--- src/rtl/axi_lite_regs_pkg.sv ---
// axi_lite_regs_pkg
// Shared constants and FSM state types for the AXI4-Lite register slave.
//   RESP_*      : AXI response encodings
//   wr_state_e  : write-channel FSM states
//   rd_state_e  : read-channel FSM states
package axi_lite_regs_pkg;

  localparam logic [1:0] RESP_OKAY   = 2'b00;
  localparam logic [1:0] RESP_SLVERR = 2'b10;
  localparam logic [1:0] RESP_DECERR = 2'b11;

  typedef enum logic {
    WR_COLLECT,
    WR_RESP
  } wr_state_e;

  typedef enum logic {
    RD_IDLE,
    RD_RESP
  } rd_state_e;

endpackage

--- src/rtl/axi_lite_regs_decode.sv ---
// axi_lite_regs_decode
// Combinational address decoder for the register window.
// Ports:
//   i_addr    in   AddrWidth  byte address from AW or AR
//   o_index   out  IdxW       word index within the window (valid when o_hit)
//   o_hit     out  1          address falls inside the window
//   o_is_ro   out  1          index addresses a read-only status word
module axi_lite_regs_decode
  import axi_lite_regs_pkg::*;
#(
  parameter int unsigned          AddrWidth = 32,
  parameter int unsigned          DataWidth = 32,
  parameter logic [AddrWidth-1:0] BaseAddr  = 32'hfffc0700,
  parameter int unsigned          NumRegs   = 16,
  parameter int unsigned          NumRw     = 8,
  parameter int unsigned          IdxW      = 4
) (
  input  logic [AddrWidth-1:0] i_addr,
  output logic [IdxW-1:0]      o_index,
  output logic                 o_hit,
  output logic                 o_is_ro
);

  localparam int unsigned Shift = $clog2(DataWidth / 8);

  logic [AddrWidth-1:0] w_off;
  logic [AddrWidth-1:0] w_idx_full;

  // Sub-word address bits are dropped by the shift.
  assign w_off      = i_addr - BaseAddr;
  assign w_idx_full = w_off >> Shift;

  assign o_hit   = (i_addr >= BaseAddr) && (w_idx_full < AddrWidth'(NumRegs));
  assign o_index = w_idx_full[IdxW-1:0];
  assign o_is_ro = (w_idx_full >= AddrWidth'(NumRw));

endmodule

--- src/rtl/axi_lite_regs_slave.sv ---
// axi_lite_regs_slave
// AXI4-Lite subordinate holding NumRw read/write registers and exposing
// NumRegs-NumRw read-only status words. Independent write and read FSMs,
// one outstanding transaction per direction.
// Ports:
//   clk_i, rst_i            clock, synchronous active-high reset
//   aw_* / w_* / b_*        AXI write address, data, response channels
//   ar_* / r_*              AXI read address and data channels
//   reg_q_o                 packed RW register contents (reg k at k*DataWidth)
//   ro_d_i                  packed RO status words, same packing
//   wr_pulse_o              (only with AXIL_REGS_WR_PULSE_EN) one-cycle pulse per
//                           RW register after an OKAY write commit
module axi_lite_regs_slave
  import axi_lite_regs_pkg::*;
#(
  parameter int unsigned          AddrWidth = 32,
  parameter int unsigned          DataWidth = 32,
  parameter logic [AddrWidth-1:0] BaseAddr  = 32'hfffc0700,
  parameter int unsigned          NumRegs   = 16,
  parameter int unsigned          NumRw     = 8
) (
  input  logic                              clk_i,
  input  logic                              rst_i,
  input  logic [AddrWidth-1:0]              aw_addr_i,
  input  logic [2:0]                        aw_prot_i,
  input  logic                              aw_valid_i,
  output logic                              aw_ready_o,
  input  logic [DataWidth-1:0]              w_data_i,
  input  logic [DataWidth/8-1:0]            w_strb_i,
  input  logic                              w_valid_i,
  output logic                              w_ready_o,
  output logic [1:0]                        b_resp_o,
  output logic                              b_valid_o,
  input  logic                              b_ready_i,
  input  logic [AddrWidth-1:0]              ar_addr_i,
  input  logic [2:0]                        ar_prot_i,
  input  logic                              ar_valid_i,
  output logic                              ar_ready_o,
  output logic [DataWidth-1:0]              r_data_o,
  output logic [1:0]                        r_resp_o,
  output logic                              r_valid_o,
  input  logic                              r_ready_i,
  output logic [NumRw*DataWidth-1:0]        reg_q_o,
  input  logic [(NumRegs-NumRw)*DataWidth-1:0] ro_d_i
`ifdef AXIL_REGS_WR_PULSE_EN
  ,
  output logic [NumRw-1:0]                  wr_pulse_o
`endif
);

  localparam int unsigned StrbWidth = DataWidth / 8;
  localparam int unsigned IdxW      = (NumRegs > 1) ? $clog2(NumRegs) : 1;

  // ---------------------------------------------------------------- write path
  wr_state_e            r_wr_state;
  logic                 r_aw_held, r_w_held;
  logic [AddrWidth-1:0] r_aw_addr;
  logic [DataWidth-1:0] r_w_data;
  logic [StrbWidth-1:0] r_w_strb;
  logic                 r_b_valid;
  logic [1:0]           r_b_resp;
  logic [DataWidth-1:0] r_regs [NumRw];

  logic                 w_aw_hs, w_w_hs, w_commit, w_wr_ok;
  logic [AddrWidth-1:0] w_aw_addr;
  logic [DataWidth-1:0] w_wr_data;
  logic [StrbWidth-1:0] w_wr_strb;
  logic [IdxW-1:0]      w_wr_idx;
  logic                 w_wr_hit, w_wr_is_ro;
  logic [1:0]           w_wr_resp;

  assign aw_ready_o = (r_wr_state == WR_COLLECT) && !r_aw_held;
  assign w_ready_o  = (r_wr_state == WR_COLLECT) && !r_w_held;
  assign w_aw_hs    = aw_valid_i && aw_ready_o;
  assign w_w_hs     = w_valid_i && w_ready_o;

  // Use the latched half if it arrived earlier, otherwise the live channel,
  // so the commit happens in the same cycle the second half is accepted.
  assign w_aw_addr = r_aw_held ? r_aw_addr : aw_addr_i;
  assign w_wr_data = r_w_held ? r_w_data : w_data_i;
  assign w_wr_strb = r_w_held ? r_w_strb : w_strb_i;
  assign w_commit  = (r_wr_state == WR_COLLECT) && (r_aw_held || w_aw_hs) &&
                     (r_w_held || w_w_hs);

  axi_lite_regs_decode #(
    .AddrWidth (AddrWidth),
    .DataWidth (DataWidth),
    .BaseAddr  (BaseAddr),
    .NumRegs   (NumRegs),
    .NumRw     (NumRw),
    .IdxW      (IdxW)
  ) u_aw_decode (
    .i_addr  (w_aw_addr),
    .o_index (w_wr_idx),
    .o_hit   (w_wr_hit),
    .o_is_ro (w_wr_is_ro)
  );

  assign w_wr_resp = !w_wr_hit ? RESP_DECERR : (w_wr_is_ro ? RESP_SLVERR : RESP_OKAY);
  assign w_wr_ok   = w_commit && w_wr_hit && !w_wr_is_ro;

  always_ff @(posedge clk_i) begin
    if (rst_i) begin
      r_wr_state <= WR_COLLECT;
      r_aw_held  <= 1'b0;
      r_w_held   <= 1'b0;
      r_aw_addr  <= '0;
      r_w_data   <= '0;
      r_w_strb   <= '0;
      r_b_valid  <= 1'b0;
      r_b_resp   <= RESP_OKAY;
      for (int k = 0; k < NumRw; k++) r_regs[k] <= '0;
    end else begin
      if (w_aw_hs) begin
        r_aw_held <= 1'b1;
        r_aw_addr <= aw_addr_i;
      end
      if (w_w_hs) begin
        r_w_held <= 1'b1;
        r_w_data <= w_data_i;
        r_w_strb <= w_strb_i;
      end
      unique case (r_wr_state)
        WR_COLLECT: begin
          if (w_commit) begin
            // Later assignments override the latch-set above.
            r_aw_held  <= 1'b0;
            r_w_held   <= 1'b0;
            r_b_valid  <= 1'b1;
            r_b_resp   <= w_wr_resp;
            r_wr_state <= WR_RESP;
          end
        end
        WR_RESP: begin
          if (b_ready_i) begin
            r_b_valid  <= 1'b0;
            r_wr_state <= WR_COLLECT;
          end
        end
      endcase
      for (int k = 0; k < NumRw; k++) begin
        if (w_wr_ok && (w_wr_idx == IdxW'(k))) begin
          for (int b = 0; b < StrbWidth; b++) begin
            if (w_wr_strb[b]) r_regs[k][8*b +: 8] <= w_wr_data[8*b +: 8];
          end
        end
      end
    end
  end

  assign b_valid_o = r_b_valid;
  assign b_resp_o  = r_b_resp;

  for (genvar g = 0; g < NumRw; g++) begin : g_reg_out
    assign reg_q_o[g*DataWidth +: DataWidth] = r_regs[g];
  end

`ifdef AXIL_REGS_WR_PULSE_EN
  logic [NumRw-1:0] r_wr_pulse;

  always_ff @(posedge clk_i) begin
    if (rst_i) begin
      r_wr_pulse <= '0;
    end else begin
      for (int k = 0; k < NumRw; k++) begin
        r_wr_pulse[k] <= w_wr_ok && (w_wr_idx == IdxW'(k));
      end
    end
  end

  assign wr_pulse_o = r_wr_pulse;
`endif

  // ----------------------------------------------------------------- read path
  rd_state_e            r_rd_state;
  logic                 r_r_valid;
  logic [1:0]           r_r_resp;
  logic [DataWidth-1:0] r_r_data;

  logic                 w_ar_hs;
  logic [IdxW-1:0]      w_rd_idx;
  logic                 w_rd_hit, w_rd_is_ro;
  logic [DataWidth-1:0] w_rd_word;

  assign ar_ready_o = (r_rd_state == RD_IDLE);
  assign w_ar_hs    = ar_valid_i && ar_ready_o;

  axi_lite_regs_decode #(
    .AddrWidth (AddrWidth),
    .DataWidth (DataWidth),
    .BaseAddr  (BaseAddr),
    .NumRegs   (NumRegs),
    .NumRw     (NumRw),
    .IdxW      (IdxW)
  ) u_ar_decode (
    .i_addr  (ar_addr_i),
    .o_index (w_rd_idx),
    .o_hit   (w_rd_hit),
    .o_is_ro (w_rd_is_ro)
  );

  // Reads sample r_regs before any same-edge commit lands, so a colliding
  // write is only visible to reads accepted on a later cycle.
  always_comb begin
    w_rd_word = '0;
    for (int k = 0; k < NumRw; k++) begin
      if (w_rd_idx == IdxW'(k)) w_rd_word = r_regs[k];
    end
    for (int k = 0; k < NumRegs - NumRw; k++) begin
      if (w_rd_idx == IdxW'(k + NumRw)) w_rd_word = ro_d_i[k*DataWidth +: DataWidth];
    end
  end

  always_ff @(posedge clk_i) begin
    if (rst_i) begin
      r_rd_state <= RD_IDLE;
      r_r_valid  <= 1'b0;
      r_r_resp   <= RESP_OKAY;
      r_r_data   <= '0;
    end else begin
      unique case (r_rd_state)
        RD_IDLE: begin
          if (w_ar_hs) begin
            r_r_valid  <= 1'b1;
            r_r_data   <= w_rd_hit ? w_rd_word : '0;
            r_r_resp   <= w_rd_hit ? RESP_OKAY : RESP_DECERR;
            r_rd_state <= RD_RESP;
          end
        end
        RD_RESP: begin
          if (r_ready_i) begin
            r_r_valid  <= 1'b0;
            r_rd_state <= RD_IDLE;
          end
        end
      endcase
    end
  end

  assign r_valid_o = r_r_valid;
  assign r_data_o  = r_r_data;
  assign r_resp_o  = r_r_resp;

endmodule

--- config.mk ---
export PLATFORM = sky130hd
export DESIGN_NAME = axi_lite_regs_slave
export DESIGN_NICKNAME = d
export VERILOG_FILES = /design/src/rtl/axi_lite_regs_pkg.sv /design/src/rtl/axi_lite_regs_decode.sv /design/src/rtl/axi_lite_regs_slave.sv
export SDC_FILE = /design/constraint.sdc
export NUM_CORES = 1
export LEC_CHECK = 0
export ABC_CLOCK_PERIOD_IN_PS = 3700
export BUFFER_PORTS_ARGS = -buffer_cell sky130_fd_sc_hd__buf_2
export CAP_MARGIN = 20
export CORE_AREA = 2 2 262 264
export DETAILED_ROUTE_END_ITERATION = 7
export DIE_AREA = 0 0 264 266
export PLACE_DENSITY = 0.63
export SYNTH_ARGS = -nofsm -noshare
export SYNTH_HDL_FRONTEND = slang
export SYNTH_SLANG_ARGS = --single-unit
--- constraint.sdc ---
create_clock -name clk_i -period 3.7 [get_ports clk_i]
set_input_delay 0.925 -clock clk_i [delete_from_list [all_inputs] [get_ports clk_i]]
set_output_delay 0.925 -clock clk_i [all_outputs]
set_load 0.02 [all_outputs]
Word-level counts from Yosys, hierarchy flattened
Memory sizes are Yosys's and may differ from the RTL's.
Cells that the tools add are included.
Operators by class
  eq/ne operators: 26
  add/sub/neg operators: 2
  reduce and logical (&&, ||, !) cells: 30
  muxes and demuxes: 175
  bitwise operators: 34
  $lt $le $gt $ge: 5
Operator list (count)
  $mux W32: 19
  $mux W8: 32
  $mux W1: 116
  $ge A32 B32 Y1 const B: 2
  $sub A32 B32 Y32 const B: 2
  $lt A30 B5 Y1 const B: 2
  $eq A4 B3 Y1 const B: 8
  $eq A4 B4 Y1 const B: 8
  $or A1 B1 Y1: 32
  $ge A30 B4 Y1 const B: 1
  $logic_and A1 B1 Y1: 19
  $eq A4 B2 Y1 const B: 4
  $eq A4 B1 Y1 const B: 2
  $logic_not A4 Y1: 2
  $pmux W1 S2: 4
  $reduce_and A2 Y1: 4
  $mux W2: 3
  $ne A2 B2 Y1 const B: 3
  $mux W4: 1
  $logic_not A1 Y1: 3
  $logic_or A1 B1 Y1: 2
  $ne A2 B1 Y1 const B: 1
  $not A1 Y1: 2
Word-level totals
  input bits: 369
  memories: 1
  output and inout bits: 297
  logic and storage cells: 285
  RAM bits: 256
  bits in registers: 110
Memories
  r_regs: words 8, width 32, read ports 8, clocked after memory_dff 0, write ports 8, line axi_lite_regs_slave.sv:62  | logic [DataWidth-1:0] r_regs [NumRw];

Longest topological paths before layout
  depth in word-level cells: 19
  depth in mapped cells: 15
  depth with buffers taken out: 8

By module
A second synthesis with hierarchy kept.
Second synthesis, totals
  cell total of the unflattened synthesis: 2154
  area total of the unflattened synthesis: 19790.2 um^2
Modules (own cells, without submodules)
  axi_lite_regs_slave: area each 19080.8 um^2, instances 1, sequential area each 9869.5 um^2, cells an instance 2054
  axi_lite_regs_decode (u_aw_decode): area each 419.2 um^2, instances 1, sequential area each 0.0 um^2, cells an instance 60
  axi_lite_regs_decode (u_ar_decode): area each 290.3 um^2, instances 1, sequential area each 0.0 um^2, cells an instance 40

Worst setup path after synthesis
Ideal clock, no wire load.
  path kind: register to register
  start: register r_aw_held
  end: memory r_regs[0][0], enable pin
  library setup time: 0.387 ns
  slack: 0.114 ns
  stages on the path, launching flop included: 15
  clock period less this slack: 3.586 ns
  arrival time: 3.200 ns
  path buffers: 6
  cells stage by stage: dfxtp_1 -> buf_4 -> buf_6 -> buf_6 -> buf_2 -> mux2_2 -> ha_1 -> and4_1 -> nor4_1 -> a2111o_1 -> o211a_1 -> buf_2 -> nand2_1 -> buf_2 -> o31ai_1
RTL lines
  start, declared: line axi_lite_regs_slave.sv:56  | logic r_aw_held, r_w_held;
  start signal, assigned: line axi_lite_regs_slave.sv:105  | r_aw_held <= 1'b0;
  start signal, assigned: line axi_lite_regs_slave.sv:115  | r_aw_held <= 1'b1;
  start signal, assigned: line axi_lite_regs_slave.sv:127  | r_aw_held <= 1'b0;
  end, declared: line axi_lite_regs_slave.sv:62

==> impl_metrics.yaml <==
clock_tree:
  cts_tree: "yes"
  cts_buffer_depth: 3
  cts_sinks: 363
  ctsRootBufferMaster: "clkbuf_16"
  cts-hold-fix-buffers: 0
  cts.repair.resized: 0
  cts-buffers-inserted: 43
  cts_htree_levels: 2
  cts_setup_buffers: 0
  path_clk_slew_ns: 0.06
  insertion_delay_ns: 0.60
placed_design:
  port_buffers: 655
  dp_hpwl_mm: 86.3
  gp_congestion: 0.965
  dpl_cell_area_sq_um: 24000
setup_path:
  reg2reg_to: "r_regs[0][123]$_SDFFCE_PN0P_"
  critPathKind: "flip-flop to flip-flop"
  r2r_cells: 8
  rr_startpoint: "r_aw_held$_SDFF_PP0_"
  start_kind: "flip-flop"
  path_cells: "buf_4 > inv_2 > o41a_1 > nor4_4 > nand4_1 > buf_4 > o21ai_0 > buf_4"
  crit_cells: 8
  end_kind: "flip-flop"
  cp_common_cell: "buf_4"
  cp_top_family: "buffers and inverters"
  endpoint: "r_regs[0][123]$_SDFFCE_PN0P_"
  rrSetupSlack_ns: 0.33
  path_buf_inv: 4
  crit_fanout: 33
  cp-startpoint: "r_aw_held$_SDFF_PP0_"
  required_ns: 4.00
  slowest_stage: "nor4_4"
  cp.arrival_ns: 3.67
  crit_path_max_incr_delay_ns: 0.56
global_route:
  grt_usage_pct: 29.5
  grt_max_degree: 86
  antenna_found_initial: 33
  gr-total-overflow: 0
  grt_first_pass_wirelength_mm: 146
  first_global_vias: 19000
sta:
  drv_slew: 0
  relSlewSlack_pct: 17.4
  min_period_ns: 3.37
  setup-violations-final: 0
  final.setup.tns_ns: 0
  finalClockSkew_ns: 0.0285
  worst_slew_pin_slew_ns: 1.23
  rsz0062_at_grt: "false"
  fmax_mhz: 297
  fin_crit_sh_pct: 91.0
  report.final.hold_viol_count: 0
yosys:
  synth_area_sq_um: 19200
  yosysTopAreaCell: "edfxtp_1"
  synth-seq-cells: 363
  yosys-top-cells-area: "edfxtp_1 (40%), dfxtp_1 (11%), nand2_1 (5.1%)"
  ys.warnings.count: 0
  synth_top_area_share_pct: 40.0
  syn-num-nets: 2303
  syn_avg_cell_area_sq_um: 9.94
  synth_edf_count: 256
  ys_seq_area_share_pct: 51.1
  synthArstFlopShare_pct: 0
  synth.distinct_cells: 76
  synth_ff_type: "edfxtp_1"
  syn_inst: 1933
cells_and_area:
  fillers: 6884
  multi_input_area_sq_um: 8430
  regArea_sq_um: 9830
  area_delta_synth_final_pct: 32.8
  drive_gt1_share_pct: 37.1
  layout.nets: 2974
  stdcell_area_sq_um: 25500
route:
  initialDrtViolationCount: 2479
  dr.pass1.iters: 8
  wl_per_cell_microns: 30.5
  drc: 0
  ant_nets: 0
  wl_mm: 108
  dr_total_vias: 20000
  vias_per_cell: 5.64
floorplanning:
  die-area_sq_um: 70200
  pin_count: 666
  rows: 96
  core_sq_um: 67700
  die_w_microns: 264
  start_util_pct: 28.4
  dieHeight_microns: 266
power:
  powerDensity_nw_per_um2: 429
  vdd_drop_max_mv: 0.320
  p_leak_uw: 0.0102
worst_hold_path:
  min_delay_path_depth: 2
  holdCritPathClass: "flip-flop to flip-flop"
flow_run:
  max_cap_violations: 0
status:
  status: "complete, no violations"
per-stage QoR:
step           utilization, %  worst slack, ns  cells  power (uW)  hold WS [ns]
6_report                 37.7            0.332   3547       10900         0.452
5_1_grt                  37.7            0.183   3542       11200         0.467
2_1_floorplan               -            0.114   1933        5670         0.433
3_5_place_dp             35.5           0.0997   3440        6700         0.444
4_1_cts                  37.5            0.375   3518       10900         0.453
3_3_place_gp             35.5           0.0995   3440        6690         0.438
routing by layer:
| metal | wire length, microns | up-vias | global-route usage (%) |
|---|---|---|---|
| li1 | - | 8705 | - |
| met1 | 37900 | 9690 | 33.1 |
| met2 | 50900 | 1322 | 48.9 |
| met3 | 12000 | 267 | 9.85 |
| met4 | 7140 | 8 | 17.5 |
| met5 | 45 | - | 0 |
final cells by class:
type                       instances  area share, %
timing repair buffer             804           17.8
antenna                           28          0.274
clock inverter                    19          0.765
sequential                       363           38.5
inverter                          45          0.662
clock buffer                      59           4.65
tap                              882           4.32
multi-input combinational       1347           33.0
worst min path at each step:
stage,slack (ns),end,startpoint
final,0.45,r_w_data[6]$_SDFFE_PP0P_,r_w_data[6]$_SDFFE_PP0P_
after floorplan,0.43,r_aw_addr[15]$_SDFFE_PP0P_,r_aw_addr[15]$_SDFFE_PP0P_
after CTS,0.45,r_data_o[0]$_SDFFE_PP0P_,r_data_o[0]$_SDFFE_PP0P_
after global routing,0.47,r_w_data[31]$_SDFFE_PP0P_,r_w_data[31]$_SDFFE_PP0P_
after detailed placement,0.44,r_data_o[0]$_SDFFE_PP0P_,r_data_o[0]$_SDFFE_PP0P_
after global placement,0.44,r_data_o[0]$_SDFFE_PP0P_,r_data_o[0]$_SDFFE_PP0P_
cell usage after synthesis (15+ instances only):
master	instances
mux2_2	28
a21o_1	15
a211oi_1	19
buf_1	15
nor2_1	112
o221ai_1	19
nor4_2	20
mux4_2	21
a22oi_1	35
o31ai_1	23
o21ai_0	110
nor4_1	33
dfxtp_1	107
o22ai_1	50
nand3_1	23
a221oi_1	29
or2_2	25
edfxtp_1	256
buf_2	40
a222oi_1	16
mux2i_1	61
clkbuf_1	105
nor3_1	123
inv_1	43
nand2b_1	16
nand2_1	263
a21oi_1	159
cells in the final DEF (no fill, tap or decap), drive strengths merged, types with 4 or more instances in the layout:
cell type,Yosys,routed
buf,73,804
nand2,264,264
edfxtp,256,256
a21oi,159,159
nor3,125,125
o21ai,118,118
nor2,113,113
dfxtp,107,107
mux2i,61,61
clkbuf,105,59
nor4,55,55
o22ai,50,50
inv,44,45
a22oi,35,35
a221oi,29,29
diode,0,28
mux2,28,28
or2,25,25
nand3,23,23
o31ai,23,23
mux4,21,21
a211oi,19,19
o221ai,19,19
nand2b,16,16
a222oi,16,16
a21o,15,15
nor2b,14,14
clkinv,1,13
nand4,12,12
nor4b,11,11
a2bb2oi,11,11
a22o,8,8
nor3b,7,7
a31oi,7,7
nand3b,6,6
o32ai,6,6
o211ai,5,5
a32o,4,4
flip-flops by register name, summed over array words and instances (netlist names):
signal      count
r_regs        256
r_valid_o       1
b_valid_o       1
r_wr_state      1
r_w_held        1
r_aw_held       1
r_aw_addr      30
b_resp_o        2
r_w_strb        4
r_w_data       32
r_resp_o        1
r_rd_state      1
r_data_o       32
logic make-up after synthesis:
| group | count (synthesis) | synth area share, % |
|---|---|---|
| mux | 110 | 7.28 |
| simple gates | 685 | 17.8 |
| fa+ha+maj | 1 | 0.0651 |
| buf+inv | 223 | 5.22 |
| flops | 363 | 51.1 |
| xor+xnor | 1 | 0.0456 |
| compound gates | 550 | 18.5 |
worst register-to-register path, delay by kind of cell, from the launching register on:
| family | cells | cell delay, ns |
|---|---|---|
| AO/OA/AOI/OAI | 2 | 0.82 |
| buffers and inverters | 4 | 1.06 |
| flip-flops | 1 | 0.39 |
| AND/OR/NAND/NOR | 2 | 0.82 |
power breakdown:
part           switching [uW]  total, uW  internal, uW
Sequential                162       4700          4540
Combinational            1300       1960           662
Clock                    1820       4280          2460
(Power assumes the default switching activity.)
